**src/rtl/resampler_axis_tx.sv**
```systemverilog
// resampler_axis_tx
//   Output stage of the resampler. Buffers the valid-only sample stream in a
//   first-word-fall-through FIFO and re-emits it as an AXI-Stream master.
//   The output is framed into packets of PKT_LEN beats, with m_tlast_o marking
//   the last beat. A sample that arrives while the FIFO is full is dropped, and
//   the sticky overflow_o flag is set.
//
//   Optional feature (macro RESAMPLER_AXIS_TX_DROP_CNT_EN):
//     adds drop_cnt_o, a 16-bit saturating count of dropped samples.
//
// Ports
//   clk_i       clock
//   rst_i       asynchronous, active-high reset
//   en_i        input-side write enable (the read side ignores it)
//   tvalid_i    input sample valid (no backpressure)
//   tdata_i     input sample; channel k is at [k*DATA_WIDTH +: DATA_WIDTH]
//   m_tvalid_o  AXIS valid
//   m_tready_i  AXIS ready
//   m_tdata_o   AXIS data
//   m_tlast_o   AXIS last (last beat of each packet)
//   clear_i     synchronous clear of overflow_o (and drop_cnt_o)
//   overflow_o  sticky flag: at least one sample was dropped
//   level_o     FIFO occupancy, 0..DEPTH
//   drop_cnt_o  (optional) saturating count of dropped samples
module resampler_axis_tx #(
  parameter int unsigned CH_NUM     = 2,
  parameter int unsigned DATA_WIDTH = 16,
  parameter int unsigned DEPTH      = 16,
  parameter int unsigned PKT_LEN    = 64
) (
  input  logic                         clk_i,
  input  logic                         rst_i,
  input  logic                         en_i,
  input  logic                         tvalid_i,
  input  logic [CH_NUM*DATA_WIDTH-1:0] tdata_i,
  output logic                         m_tvalid_o,
  input  logic                         m_tready_i,
  output logic [CH_NUM*DATA_WIDTH-1:0] m_tdata_o,
  output logic                         m_tlast_o,
  input  logic                         clear_i,
  output logic                         overflow_o,
  output logic [$clog2(DEPTH):0]       level_o
`ifdef RESAMPLER_AXIS_TX_DROP_CNT_EN
  ,
  output logic [15:0]                  drop_cnt_o
`endif
);

  localparam int unsigned W  = CH_NUM * DATA_WIDTH;
  localparam int unsigned AW = $clog2(DEPTH);
  localparam int unsigned BW = (PKT_LEN > 1) ? $clog2(PKT_LEN) : 1;

  localparam logic [AW:0]   FULL_COUNT = (AW + 1)'(DEPTH);
  localparam logic [BW-1:0] LAST_BEAT  = BW'(PKT_LEN - 1);

  logic [W-1:0]    mem [DEPTH];
  logic [AW-1:0]   wr_ptr;
  logic [AW-1:0]   rd_ptr;
  logic [AW:0]     count;
  logic [BW-1:0]   beat_cnt;

  logic            pop;
  logic            push_req;
  logic            accept;
  logic            drop;

  // Valid comes from the registered count only, so it never depends on
  // m_tready_i and an empty FIFO never passes input straight through.
  always_comb begin
    m_tvalid_o = (count != '0);
    m_tdata_o  = mem[rd_ptr];
    m_tlast_o  = m_tvalid_o && (beat_cnt == LAST_BEAT);
    level_o    = count;
  end

  // A full FIFO still accepts a sample when a pop frees a slot on the same edge.
  always_comb begin
    pop      = m_tvalid_o && m_tready_i;
    push_req = tvalid_i && en_i;
    accept   = push_req && ((count < FULL_COUNT) || pop);
    drop     = push_req && !accept;
  end

  // Storage is not reset; stale entries are unreachable once the pointers reset.
  always_ff @(posedge clk_i) begin
    if (accept) begin
      mem[wr_ptr] <= tdata_i;
    end
  end

  always_ff @(posedge clk_i or posedge rst_i) begin
    if (rst_i) begin
      wr_ptr <= '0;
      rd_ptr <= '0;
      count  <= '0;
    end else begin
      if (accept) begin
        wr_ptr <= wr_ptr + 1'b1;
      end
      if (pop) begin
        rd_ptr <= rd_ptr + 1'b1;
      end
      case ({accept, pop})
        2'b10:   count <= count + 1'b1;
        2'b01:   count <= count - 1'b1;
        default: count <= count;
      endcase
    end
  end

  // Only pops advance the beat counter, so drops never shorten a packet.
  always_ff @(posedge clk_i or posedge rst_i) begin
    if (rst_i) begin
      beat_cnt <= '0;
    end else if (pop) begin
      if (beat_cnt == LAST_BEAT) begin
        beat_cnt <= '0;
      end else begin
        beat_cnt <= beat_cnt + 1'b1;
      end
    end
  end

  // A drop in the same cycle as clear_i takes priority over the clear.
  always_ff @(posedge clk_i or posedge rst_i) begin
    if (rst_i) begin
      overflow_o <= 1'b0;
    end else if (drop) begin
      overflow_o <= 1'b1;
    end else if (clear_i) begin
      overflow_o <= 1'b0;
    end
  end

`ifdef RESAMPLER_AXIS_TX_DROP_CNT_EN
  // clear_i together with a drop restarts the count at 1.
  always_ff @(posedge clk_i or posedge rst_i) begin
    if (rst_i) begin
      drop_cnt_o <= '0;
    end else if (clear_i) begin
      drop_cnt_o <= drop ? 16'd1 : 16'd0;
    end else if (drop && (drop_cnt_o != '1)) begin
      drop_cnt_o <= drop_cnt_o + 16'd1;
    end
  end
`endif

endmodule

```
**config.mk**
```make
export PLATFORM = sky130hd
export DESIGN_NAME = resampler_axis_tx
export DESIGN_NICKNAME = d
export VERILOG_FILES = /design/src/rtl/resampler_axis_tx.sv
export SDC_FILE = /design/constraint.sdc
export NUM_CORES = 1
export LEC_CHECK = 0
export ABC_CLOCK_PERIOD_IN_PS = 5000
export CAP_MARGIN = 20
export CORE_ASPECT_RATIO = 1.1
export CORE_MARGIN = 5
export CORE_UTILIZATION = 25
export CTS_BUF_LIST = sky130_fd_sc_hd__clkbuf_4 sky130_fd_sc_hd__clkbuf_8
export DETAILED_ROUTE_END_ITERATION = 6
export GPL_TIMING_DRIVEN = 0
export PLACE_DENSITY_LB_ADDON = 0.25
export SETUP_SLACK_MARGIN = 0.05
export SLEW_MARGIN = 20
export SYNTH_ARGS = -nofsm -noshare
export SYNTH_HDL_FRONTEND = slang
export SYNTH_SLANG_ARGS = --single-unit
```
**constraint.sdc**
```tcl
create_clock -name clk_i -period 5 [get_ports clk_i]
set_input_delay 1 -clock clk_i [delete_from_list [all_inputs] [get_ports clk_i]]
set_output_delay 1 -clock clk_i [all_outputs]
set_load 0.05 [all_outputs]
```
==> reports/qor.csv, run 1 <==
metric;value;unit
grt_max_degree;21;
power_density;560;nW/um2
synth_area;20300;um2
grt.total_usage;11.7;%
peakVddDrop;343;uV
cts_tree;yes;
slew_headroom;33.8;%
areaGrowthSynthToFinish;22.6;%
p_total;0.0139;W
synth_flop_cell;edfxtp_1;
post_cts_resize_count;0;
period_needed;4.78;ns
synth-edff-count;512;
grtUsageMet1;15.0;%
max_freq;0.209;GHz
cts-buffers-inserted;85;
worst-setup-path-type;reg -> out;
syn_avg_cell_area;22.2;um2
drt_first_pass_iters;5;
cp_cell_sequence;buf_2, buf_1, mux4_2, a22oi_1, nand2_1, clkdlybuf4s50_1;
worst_pin_slew;0.993;ns
cp-end-kind;output port;
slowest_stage;buf_1;
port_buffers;77;
post_cts_buffers;0;
place_congestion;0.682;
wl;50700;um
place_ws;0.803;ns
drt_iter0_drc;679;
grt_pass1_vias;10800;
route.vias.total;9879;
cts_sinks;532;
hold_viol;0;
setup_ws;0.217;ns
yosysTopAreaCellShare;75.7;%
drv_cap;0;
place_inst;2093;
ctsHoldBuffers;0;
clock_latency;0.65;ns
path_buf_inv;3;
chipHeight;309;um
rows;109;
syn_inst;915;
synth.area.top_cells;edfxtp_1 (76%), mux4_2 (14%), dfrtp_1 (2.5%);
viasPerCell;4.40;
die_x;282;um
drc;0;
hold_path_class;reg -> reg;
cts_buffer_depth;3;
regArea;15900;um2
synth_top_area_cell;edfxtp_1;
die-area;87100;um2
ant_nets;0;
critPathLaunchType;flop;
max_stage_delay;0.78;ns
required;4.00;ns
rsz0062_at_grt;no;
cts_root_buffer;clkbuf_8;
grt.busiest_layer;met2;
met2_usage;20.2;%
core-area;80500;um2
async_flop_share;3.76;%
overflow;0;
synth_seq_cells;532;
ys_warn_count;0;
crit_path_max_fanout;10;
setup_violations;0;
antenna_found_initial;2;
n_fill_cell;7754;
synth-seq-area-share;78.1;%
multi_input_area;4270;um2
fin_crit_sh;95.7;%
arrival;3.78;ns
p_leak;7.83;nW
outcome;complete, no violations;
grt_pass1_wl;74200;um
grt_use_met3;2.35;%
slew_viol_final;0;
hpwl;33800;um
skew;0.0159;ns
io-pin-count;78;
fin_nets;1174;
synth_cell_types;40;
synth_fp_nets;963;
stdcell_count;2246;
path_clk_slew;0.06;ns
cts_htree_levels;3;
start_util;25.3;%
wl_per_cell;22.6;um
drive_above_1_share;28.2;%
crit_family;buffers and inverters;
-- where the power goes --
part / total (W) / switching [W] / internal, W
registers: 0.00527 / 0.000132 / 0.00514
clock network: 0.00360 / 0.00167 / 0.00193
logic: 0.00508 / 0.00314 / 0.00194
-- through the flow --
stage	hold WS, ns	utilization (%)	setup TNS, ns	instance area, um2
final	0.469	31.0	0	24900
after CTS	0.476	31.0	0	24900
after detailed placement	0.467	28.9	0	23300
after global routing	0.487	31.0	0	24900
after global placement	0.460	27.8	-863.16	22400
after floorplan	0.438	-	0	20300
-- cell families after synthesis --
group,Yosys count,share of synthesized area (%)
XOR/XNOR,13,0.560
multiplexers,130,14.3
AND/OR/NAND/NOR,94,2.06
adder cells (fa/ha/maj),10,0.616
AO/OA/AOI/OAI,79,2.97
flip-flops,532,78.1
buffers and inverters,57,1.37
-- Yosys cell counts, drive strengths merged, types with 3 or more instances --
| master | instances |
|---|---|
| nand4 | 4 |
| nor2b | 4 |
| xnor2 | 10 |
| edfxtp | 512 |
| ha | 10 |
| nor2 | 15 |
| nand2b | 4 |
| clkbuf | 23 |
| a22oi | 64 |
| dfrtp | 20 |
| mux4 | 128 |
| xor2 | 3 |
| buf | 26 |
| inv | 8 |
| nand2 | 51 |
| nor3 | 4 |
| nand3 | 5 |
| o21ai | 3 |
-- registers in the layout (all words and copies together) (netlist names) --
register,flops
wr_ptr,4
rd_ptr,4
overflow_o,1
beat_cnt,6
level_o,5
mem,512
-- layer usage --
metal,vias up,routed length (um)
li1,4286,-
met1,5327,21500
met2,213,26100
met3,53,2280
met4,0,843
met5,-,0
-- placed cells by master, fill, tap and decap left out, types with 5 or more instances in the layout --
master           Yosys  final
inv_1                7      7
xnor2_1             10     10
edfxtp_1           512    512
clkbuf_8             0     87
ha_1                10     10
clkinv_2             0      9
nor2_4               0     12
nand3_1              5      5
buf_12               0      8
buf_16               0     15
clkbuf_1            23     23
buf_4                6     25
dfrtp_1             20     20
buf_6                5     10
buf_1               11     10
nand2_1             51     51
mux4_2             128    128
clkinv_1             0     27
clkbuf_4             0     21
a22oi_1             64     64
clkdlybuf4s50_1      0     77
-- path summary, 6_finish.rpt --
check                                         from                 endpoint  slack (ns)  depth (start not counted)
max in group asynchronous                    rst_i    rd_ptr[2]$_DFFE_PP0P_        3.59                          2
min reg2reg                beat_cnt[4]$_DFFE_PP0P_  beat_cnt[4]$_DFFE_PP0P_        0.47                          1
min                        beat_cnt[4]$_DFFE_PP0P_  beat_cnt[4]$_DFFE_PP0P_        0.47                          1
min in group asynchronous                    rst_i   overflow_o$_DFFE_PP0P_        0.85                          2
max reg2reg                 level_o[1]$_DFFE_PP0P_   level_o[4]$_DFFE_PP0P_        1.80                         11
max                          rd_ptr[1]$_DFFE_PP0P_            m_tdata_o[20]        0.22                          6
-- layout make-up --
| cell class | count | share of cell area (%) |
|---|---|---|
| diodes | 2 | 0.0201 |
| multi-input cells | 326 | 17.2 |
| repair buffers | 124 | 6.19 |
| plain buffers | 49 | 1.00 |
| clock buffers | 108 | 5.44 |
| inverters | 8 | 0.120 |
| flip-flops and latches | 532 | 63.7 |
| well taps | 1054 | 5.29 |
| clock inverters | 43 | 1.08 |
Power figures use the tool's default switching activity.
==> run 2: changes to the inputs <==
ABC_CLOCK_PERIOD_IN_PS = 5700   (was 5000)
MAX_ROUTING_LAYER = met4   (was unset)
clock period = 5.7 ns   (was 5 ns; I/O delays follow)
==> run 2 against run 1 <==
Worst hold slack about the same. Clock power decreased by 12%. Die area unchanged. Via count about the same. Clock skew down 0.0029 ns. Final cell count unchanged. Critical path depth is the same. Largest cell class unchanged. Largest power group unchanged.
==> reports/qor.csv, run 2 (same netlist as run 1, synthesis figures left out) <==
metric;value;unit;change
outcome;complete, no violations;;unchanged
cts_buffer_depth;3;;unchanged
setup-tns-final;0;ns;unchanged
place_congestion;0.689;;was 0.682
required;4.56;ns;was 4.00 ns
postLayoutCoreUtil;31.0;%;about the same
rows;109;;unchanged
fin_crit_sh;87.1;%;
slowest_stage;buf_1;;unchanged
crit_path_max_fanout;10;;unchanged
cp-end-kind;output port;;unchanged
holdPathStages;1;;unchanged
die_x;282;um;unchanged
antenna_found_initial;2;;unchanged
drt_first_pass_iters;4;;was 5
hold_path_class;reg -> reg;;unchanged
cts_sinks;532;;unchanged
top_register;mem;;unchanged
ant_nets;0;;unchanged
wl_per_cell;22.5;um;was 22.6 um
p_total;0.0122;W;was 0.0139 W
stdcell_count;2246;;unchanged
crit_cells;6;;unchanged
drv_cap;0;;unchanged
ctsHoldBuffers;0;;unchanged
arrival;3.83;ns;was 3.78 ns
viasPerCell;4.40;;about the same
path_clk_slew;0.06;ns;about the same
reg2reg_depth;11;;unchanged
slew_viol_final;0;;unchanged
grt_pass1_vias;10800;;about the same
peakVddDrop;303;uV;was 343 uV
worst_pin_slew;1.12;ns;was 0.993 ns
core-area;80500;um2;unchanged
path_buf_inv;3;;unchanged
p_leak;7.83;nW;about the same
hold_viol;0;;unchanged
cts-buffers-inserted;85;;unchanged
cts_root_buffer;clkbuf_8;;unchanged
final_common_cell;edfxtp_1;;unchanged
drive_above_1_share;28.1;%;was 28.2%
chipHeight;309;um;unchanged
power_density;491;nW/um2;was 560 nW/um2
io-pin-count;78;;unchanged
skew;0.0131;ns;was 0.0159 ns
place_inst;2093;;unchanged
largest_register_ffs;512;;unchanged
critPathLaunchType;flop;;unchanged
wl;50600;um;was 50700 um
slew_headroom;25.3;%;was 33.8%
max_stage_delay;0.87;ns;was 0.78 ns
hpwl;33800;um;unchanged
clock_latency;0.65;ns;about the same
grt.total_usage;12.1;%;was 11.7%
period_needed;4.97;ns;
grt_pass1_wl;74200;um;about the same
post_cts_resize_count;0;;unchanged
final_cell_mix;edfxtp_1 (512), mux4_2 (128), clkbuf_8 (87), clkdlybuf4s50_1 (77), a22oi_1 (64);;unchanged
cp_cell_sequence;buf_2, buf_1, mux4_2, a22oi_1, nand2_1, clkdlybuf4s50_1;;unchanged
worst_hold_slack;0.469;ns;about the same
crit_family;buffers and inverters;;unchanged
max_freq;0.201;GHz;
die-area;87100;um2;unchanged
cts_tree;yes;;unchanged
route.vias.total;9884;;was 9879
port_buffers;77;;unchanged
post_cts_buffers;0;;unchanged
grt_max_degree;21;;unchanged
cts_htree_levels;3;;unchanged
drc;0;;unchanged
setup_violations;0;;unchanged
drt_iter0_drc;619;;was 679
worst-setup-path-type;reg -> out;;unchanged
start_util;25.3;%;unchanged
fin_nets;1174;;unchanged
areaGrowthSynthToFinish;22.6;%;about the same
overflow;0;;unchanged
rsz0062_at_grt;no;;unchanged
-- run 2: worst paths after layout --
kind / startpoint / end / slack (ns)
min reg2reg: beat_cnt[4]$_DFFE_PP0P_ / beat_cnt[4]$_DFFE_PP0P_ / 0.47
min in group asynchronous: rst_i / overflow_o$_DFFE_PP0P_ / 1.00
max: rd_ptr[1]$_DFFE_PP0P_ / m_tdata_o[0] / 0.73
max reg2reg: level_o[1]$_DFFE_PP0P_ / level_o[4]$_DFFE_PP0P_ / 2.55
min: beat_cnt[4]$_DFFE_PP0P_ / beat_cnt[4]$_DFFE_PP0P_ / 0.47
max in group asynchronous: rst_i / rd_ptr[1]$_DFFE_PP0P_ / 4.14
-- run 2: metal layers --
metal	global-route usage (%)	vias up	wire, um
li1	-	4288	-
met1	15.1	5304	21600
met2	20.2	232	25900
met3	2.23	60	2280
met4	3.42	0	877
met5	-	-	0
-- run 2: worst reg2reg max path, stage by stage, from the launching register on --
cell	delay [ns]
dfrtp_1	0.47
or2_4	0.31
o41ai_4	0.52
inv_2	0.26
ha_1	0.29
clkbuf_1	0.19
xor2_1	0.18
ha_1	0.23
o211ai_1	0.19
a211oi_1	0.09
a31oi_1	0.21
xnor2_1	0.14
-- run 2: power by group --
group          internal, W  total (W)  switching [W]
registers          0.00451    0.00463       0.000116
logic              0.00170    0.00445        0.00275
clock network      0.00169    0.00315        0.00146
-- run 2: final cells by class --
| type | count | area (um2) |
|---|---|---|
| well taps | 1054 | 1320 |
| flip-flops and latches | 532 | 15900 |
| clock buffers | 108 | 1360 |
| multi-input cells | 326 | 4270 |
| clock inverters | 43 | 269 |
| fillers | 7756 | 55500 |
| repair buffers | 124 | 1540 |
| diodes | 2 | 5.00 |
| plain buffers | 49 | 249 |
| inverters | 8 | 30.0 |
-- run 2: stage by stage --
step           area [um2]  worst slack (ns)
6_report            24900             0.735
3_3_place_gp        22400             -2.94
3_5_place_dp        23300              1.36
2_1_floorplan       20300              1.22
4_1_cts             24900             0.630
5_1_grt             24900             0.492
